[config.mk]
export PLATFORM = sky130hd
export DESIGN_NAME = ks_memory_responder
export DESIGN_NICKNAME = d
export VERILOG_FILES = /design/src/rtl/ks_memory_responder.sv
export SDC_FILE = /design/constraint.sdc
export NUM_CORES = 1
export LEC_CHECK = 0
export CORE_ASPECT_RATIO = 0.5
export CORE_MARGIN = 2
export CORE_UTILIZATION = 50
export DETAILED_ROUTE_END_ITERATION = 16
export PLACE_DENSITY = 0.67
export SLEW_MARGIN = 25
export SYNTH_ARGS = -nofsm -noshare
export SYNTH_HDL_FRONTEND = slang
export SYNTH_SLANG_ARGS = --single-unit
[constraint.sdc]
create_clock -name clk -period 7.8 [get_ports clk]
set_clock_uncertainty 0.05 [all_clocks]
set_input_delay 1.56 -clock clk [delete_from_list [all_inputs] [get_ports clk]]
set_output_delay 1.56 -clock clk [all_outputs]
set_load 0.005 [all_outputs]
[src/rtl/ks_memory_responder.sv]
// Word-addressed memory responder for the K&S bus: captured request, WAIT_STATES delay, one-cycle ack.
// Optional bus-write protection of the low PROT_WORDS words is enabled by defining KS_MEM_WP_EN.
module ks_memory_responder #(
  parameter int ADDR_W      = 5,
  parameter int DATA_W      = 16,
  parameter int WAIT_STATES = 1,
  parameter int PROT_WORDS  = 16
) (
  input  logic              clk,
  input  logic              rst_n,
  input  logic              req,
  input  logic              we,
  input  logic [ADDR_W-1:0] addr,
  input  logic [DATA_W-1:0] wdata,
  output logic [DATA_W-1:0] rdata,
  output logic              ack,
  output logic              busy,
  output logic              err,
  input  logic              init_we,
  input  logic [ADDR_W-1:0] init_addr,
  input  logic [DATA_W-1:0] init_data
);

  localparam int DEPTH = 1 << ADDR_W;
`ifdef KS_MEM_WP_EN
  localparam bit WP_EN = 1'b1;
`else
  localparam bit WP_EN = 1'b0;
`endif
  localparam logic [ADDR_W:0] PROT_LIM = (ADDR_W + 1)'(PROT_WORDS);
  localparam logic [2:0]      WS       = 3'(WAIT_STATES);

  typedef enum logic [1:0] {
    ST_IDLE,
    ST_WAIT,
    ST_ACK
  } state_t;

  state_t            state, state_nx;
  logic [2:0]        cnt, cnt_nx;
  logic [ADDR_W-1:0] addr_q;
  logic              we_q;
  logic [DATA_W-1:0] wdata_q;

  logic              capture;
  logic              access;
  logic [ADDR_W-1:0] acc_addr;
  logic              acc_we;
  logic [DATA_W-1:0] acc_wdata;
  logic              prot_hit;
  logic              mem_wr;
  logic              init_wr;

  logic [DATA_W-1:0] mem [DEPTH];

  // With zero wait states the access happens at the sample edge, so it uses the live bus inputs.
  always_comb begin
    state_nx  = state;
    cnt_nx    = cnt;
    capture   = 1'b0;
    access    = 1'b0;
    acc_addr  = addr_q;
    acc_we    = we_q;
    acc_wdata = wdata_q;
    unique case (state)
      ST_IDLE: begin
        if (req) begin
          capture = 1'b1;
          if (WAIT_STATES == 0) begin
            access    = 1'b1;
            acc_addr  = addr;
            acc_we    = we;
            acc_wdata = wdata;
            state_nx  = ST_ACK;
          end else begin
            cnt_nx   = WS;
            state_nx = ST_WAIT;
          end
        end
      end
      ST_WAIT: begin
        cnt_nx = cnt - 3'd1;
        if (cnt == 3'd1) begin
          access   = 1'b1;
          state_nx = ST_ACK;
        end
      end
      ST_ACK:  state_nx = ST_IDLE;
      default: state_nx = ST_IDLE;
    endcase
  end

  assign prot_hit = WP_EN && ({1'b0, acc_addr} < PROT_LIM);
  assign mem_wr   = rst_n & access & acc_we & ~prot_hit;
  assign init_wr  = rst_n & (state == ST_IDLE) & ~req & init_we;

  always_ff @(posedge clk or negedge rst_n) begin
    if (!rst_n) begin
      state   <= ST_IDLE;
      cnt     <= '0;
      addr_q  <= '0;
      we_q    <= 1'b0;
      wdata_q <= '0;
      rdata   <= '0;
      ack     <= 1'b0;
      busy    <= 1'b0;
      err     <= 1'b0;
    end else begin
      state <= state_nx;
      cnt   <= cnt_nx;
      if (capture) begin
        addr_q  <= addr;
        we_q    <= we;
        wdata_q <= wdata;
      end
      if (access && !acc_we) rdata <= mem[acc_addr];
      ack  <= access;
      busy <= (state_nx != ST_IDLE);
      err  <= access & acc_we & prot_hit;
    end
  end

  // Array contents are deliberately not reset.
  always_ff @(posedge clk) begin
    if (mem_wr)       mem[acc_addr]  <= acc_wdata;
    else if (init_wr) mem[init_addr] <= init_data;
  end

endmodule

## Word-level counts from Yosys, hierarchy flattened

Memories as Yosys holds them, arrays and structs flattened. A register that Yosys moved wholly into a read port is not among the register bits.
Cells that the tools add are included.

| operators by class | value |
|---|---|
| add/sub/neg operators | 1 |
| equality and inequality tests | 3 |
| muxes and demuxes | 17 |
| bitwise gates (word level) | 6 |
| reduce and logical (&&, ||, !) cells | 8 |

Operators by type and width:

| operator | number |
|---|---|
| $mux 16 | 1 |
| $reduce_or 16->1 | 1 |
| $mux 1 | 10 |
| $pmux 3 s2 | 1 |
| $and 1x1->1 | 5 |
| $mux 5 | 1 |
| $mux 2 | 2 |
| $pmux 2 s2 | 1 |
| $reduce_bool 2->1 | 2 |
| $eq 3x1->1 const B | 1 |
| $mux 3 | 1 |
| $sub 3x1->3 const B | 1 |
| $eq 2x1->1 const B | 1 |
| $logic_not 1->1 | 2 |
| $logic_not 2->1 | 1 |
| $ne 2x2->1 const B | 1 |
| $reduce_and 2->1 | 1 |
| $logic_and 1x1->1 | 1 |
| $not 1->1 | 1 |

| word-level totals | value |
|---|---|
| flip-flop bits (word level) | 29 |
| bits in writable memories | 512 |
| bits of input ports | 47 |
| output and inout port bits | 19 |
| memories kept | 1 |

Memory list:

| name | depth | bits a word | read ports | clocked after Yosys merged registers in | write ports | RTL line | text |
|---|---|---|---|---|---|---|---|
| mem | 32 | 16 | 1 | 1 | 1 | 54 | `logic [DATA_W-1:0] mem [DEPTH];` |

## Logic depth before layout (Yosys ltp)

| depth | value |
|---|---|
| depth in word-level cells | 9 |
| gate-level depth with buffers | 8 |
| mapped depth without buffers | 7 |

## Least setup slack after synthesis

OpenSTA, ideal clock, no wires.

| timing path | value |
|---|---|
| path kind | in2reg |
| start point | input port req |
| end point | memory mem[25][0] (enable) |
| library setup time | 0.388 ns |
| data arrival time | 3.214 ns |
| required time | 7.362 ns |
| setup slack | 4.147 ns |
| stages on the path | 5 |
| cells stage by stage | nor2_1 -> and4b_1 -> clkbuf_1 -> a32oi_1 -> nor2_1 |

| on the way | value |
|---|---|
| longest elaborated chain between the ends | 8 |

Ends and longest elaborated chain:

| element | RTL line | text |
|---|---|---|
| start, declared | 11 | `input logic req,` |
| $not 1->1 * | 95 | `assign init_wr = rst_n & (state == ST_IDLE) & ~req & init_we;` |
| $and 1x1->1 * (2 in series) | 95 |  |
| $mux 1 * | 126 | `else if (init_wr) mem[init_addr] <= init_data;` |
| $mux 1 * | 125 | `if (mem_wr) mem[acc_addr] <= acc_wdata;` |
| $mux 1 (not written as such) * | 126 |  |
| $reduce_or 16->1 (no line) | - |  |
| $mux 5 (no line) / $mux 1 (equally long branches) | - |  |
| end, declared | 54 |  |

Mark *: on every way between the ends. The rest lies on a longest branch, timed or not.

## Final worst setup path

| timing path | value |
|---|---|
| start point | input port rst_n |
| end point | memory mem[6][0] (enable) |

| on the way | value |
|---|---|
| longest elaborated chain between the ends | 8 |

Ends and longest elaborated chain:

| element | RTL line | text |
|---|---|---|
| start, declared | 10 | `input logic rst_n,` |
| $and 1x1->1 (3 in series) | 95 |  |
| $mux 1 | 126 |  |
| $mux 1 | 125 |  |
| $mux 1 (not written as such) | 126 |  |
| $reduce_or 16->1 (no line) | - |  |
| $mux 5 (no line) / $mux 1 (equally long branches) | - |  |

Several ways; a longest one is shown, not always the timed one.

==> metrics.txt <==
H-tree depth 2; average wire per standard cell 25.6 um; Die ar. 46,300 um^2; r2r startpoint acc_addr[0]; Power Dens Cells 373 nW/um^2; reg2reg end rdata[5]; WP data arrival 4.32 ns; starting density of the core 0.509; main combinational cell family by area after synthesis multiplexers; worst vdd rail ir drop 0.274 mV; status finished, final reports clean; Worst-Margin Slew 1.05 ns; GRT Total Usage 0.222; Finished Layout Cells 1,988; Synth Cell Area 22,200 um^2; Post-Route Setup TNS 0 ns; Clock Latency Late Sink 0.58 ns; clock sinks 557; final total power 9.37 mW; CTS resizes 0; layout net count 1,411; crit path max fanout 48; layout cells sized above 1 0.137; CP Depth 8; Final period util 0.525; delay-heaviest family, CP buffers and inverters; CTS Hold Bufs 0; Worst setup SP type input pin; vias per inst 5.95; Synth Area in Simple Gates 0.0276; Synth Area in Compound Gates 0.0797; num ports 66; synth top area cells edfxtp_1, mux2i_1, dfrtp_1; WL met3 4490 um; register area share after synthesis 0.742; # placed instances 1,899; uppermost layer routed met4; Achievable Freq 244 MHz; CTS tree yes; Hold/Removal Path Class reg2reg; Post-synth ARST share 0.0808; Root Driver clkbuf_16; 1st-iter DRT viols 1,459; CTS clock-pin slew for the worst setup and hold paths 0.06 ns; met1 WL 23,100 um; Die W 302 um; MaxCap Viol Count 0; Longest Clk Path Bufs 3; CTS buffer count 48; Reg2Reg Setup Slack 3.79 ns; R2R depth 7; largest net degree at the start of global routing 123; Setup crit end mem[6][0]; Routed Antenna Nets 0; syn_nets 1,319; Setup Buffers After CTS 0; CP bufs+invs 4; most common library cells after synthesis edfxtp_1, mux2i_1, nand2_1; Hold Crit Depth 1; Slew HR 0.300; Setup crit end kind register; Worst Path Required 8.02 ns; Die H 153 um; count of cell types in the netlist 41; row count 54; Ant. Diodes 0; Post-Synth XOR/XNOR Area 0; ys flop type edfxtp_1; Port-buffer cells 64; mux cell area share after synthesis 0.125; Area Overhead vs Synth 13.0%; Slowest Stage Delay on Critical Path 0.54 ns; top-area cell type share of the netlist area 0.691; crit path cell chain buf_2 > buf_4 > nand4b_1 > buf_6 > nor2_1 > a22oi_1 > nor2_1 > buf_4; Post-route DRC 0; post-synthesis adder-cell area fraction 0.00113; minimum clock period 4.10 ns; Cells after Synth 1,270; final setup fails 0; first-pass GRT wire length 75,200 um; slowest cell on the critical path nor2_1; most frequent cell after synthesis edfxtp_1; vias in the first global route 11,793; hpwl dp 30,200 um; GRT overflow 0; met2 routed WL 21,600 um; TritonRoute pass-1 iters 5; RePlAce Congestion 0.873; critical path type in2reg; via count 11,835; total number of yosys warnings 0; final slew viol count 0; mean area per synthesized cell 17.5 um^2; number of flops mapped to enable cells by yosys 512; Core ar. 43,700 um^2; RSZ-0062 raised after global routing no; Pleak 8.60 nW; initial antenna violation count 0; routed wire length 50,800 um; Seq cells post-synth 557; Critical Path Source rst_n; Hold Fails Final Rpt 0; FILL cells 3,246; Yosys top cell by area edfxtp_1
## sequential cells by signal, summed over array words and instances (netlist names)
register	count
rdata	16
mem	512
cnt	3
acc_we	1
ack	1
acc_addr	5
state	2
acc_wdata	16
busy	1
## cell type report
class | instances | area [um^2] | area share
clock buffers | 65 | 1330 | 0.0528
clock inverters | 23 | 218 | 0.00867
inverters | 8 | 30.0 | 0.00120
multi-input cells | 628 | 5240 | 0.209
flip-flops and latches | 557 | 16500 | 0.657
well taps | 588 | 736 | 0.0293
repair buffers | 119 | 1060 | 0.0424
## layout by cell type (no fill, tap or decap), types with 2 or more instances in the layout
cell               n
or2_2              2
nor2b_4            2
nor3_1             6
nor2_1            42
ha_1               2
mux2_2            20
a221oi_1          16
edfxtp_1         512
dfrtp_1           44
bufinv_16          4
a221oi_2          16
clkbuf_1          13
nand2_2            6
clkbuf_16         50
clkbuf_8           2
a21oi_1           33
inv_1              8
nand2b_1           3
a22o_1            32
o22ai_1           17
o41ai_2           16
a22oi_1           66
clkinv_2          11
clkinv_1           7
a32oi_1            2
nand2_1           65
buf_4             53
a41oi_1            2
a31oi_1            4
clkdlybuf4s50_1   63
mux2i_1          256
nor3b_1            3
o21ai_0            5
## worst register-to-register path: cells and delay by family, from the launching register on
kind / cells / cell delay, ns
flops: 1 / 0.71
compound gates: 4 / 1.15
buf+inv: 2 / 1.76
mux: 1 / 0.25
## where the power goes
part           switching, mW  total, mW  internal, mW
clock network           1.04       2.36          1.33
registers              0.153       4.01          3.86
logic                   1.97       2.99          1.02
## worst min-delay path by stage
stage / startpoint / end / slack [ns]
final: cnt[2] / ack / 0.44
after detailed placement: rdata[4] / rdata[4] / 0.43
after global routing: rdata[3] / rdata[3] / 0.47
after floorplan: cnt[2] / ack / 0.40
after global placement: cnt[2] / ack / 0.42
after CTS: cnt[2] / ack / 0.43
## logic make-up after synthesis
group | after synthesis
AO/OA/AOI/OAI | 209
multiplexers | 276
adder cells (fa/ha/maj) | 2
buffers and inverters | 85
AND/OR/NAND/NOR | 140
flip-flops | 557
other | 1
## metal layers
metal | vias to the layer above | global-route usage
met3 | 88 | 0.0475
met5 | - | 0
li1 | 5241 | -
met2 | 536 | 0.316
met4 | 0 | 0.0705
met1 | 5970 | 0.341
## metrics by stage
| step | util | hold slack [ns] | worst slack [ns] | instance area [um^2] |
|---|---|---|---|---|
| finish | 0.575 | 0.442 | 3.70 | 25100 |
| global route | 0.575 | 0.466 | 3.43 | 25100 |
| CTS | 0.574 | 0.435 | 3.24 | 25100 |
| detailed placement | 0.539 | 0.430 | 2.64 | 23600 |
| global placement | 0.539 | 0.417 | 2.86 | 23600 |
| floorplan | - | 0.396 | 4.15 | 22200 |
Note: power is estimated with default switching activity, not from simulation.
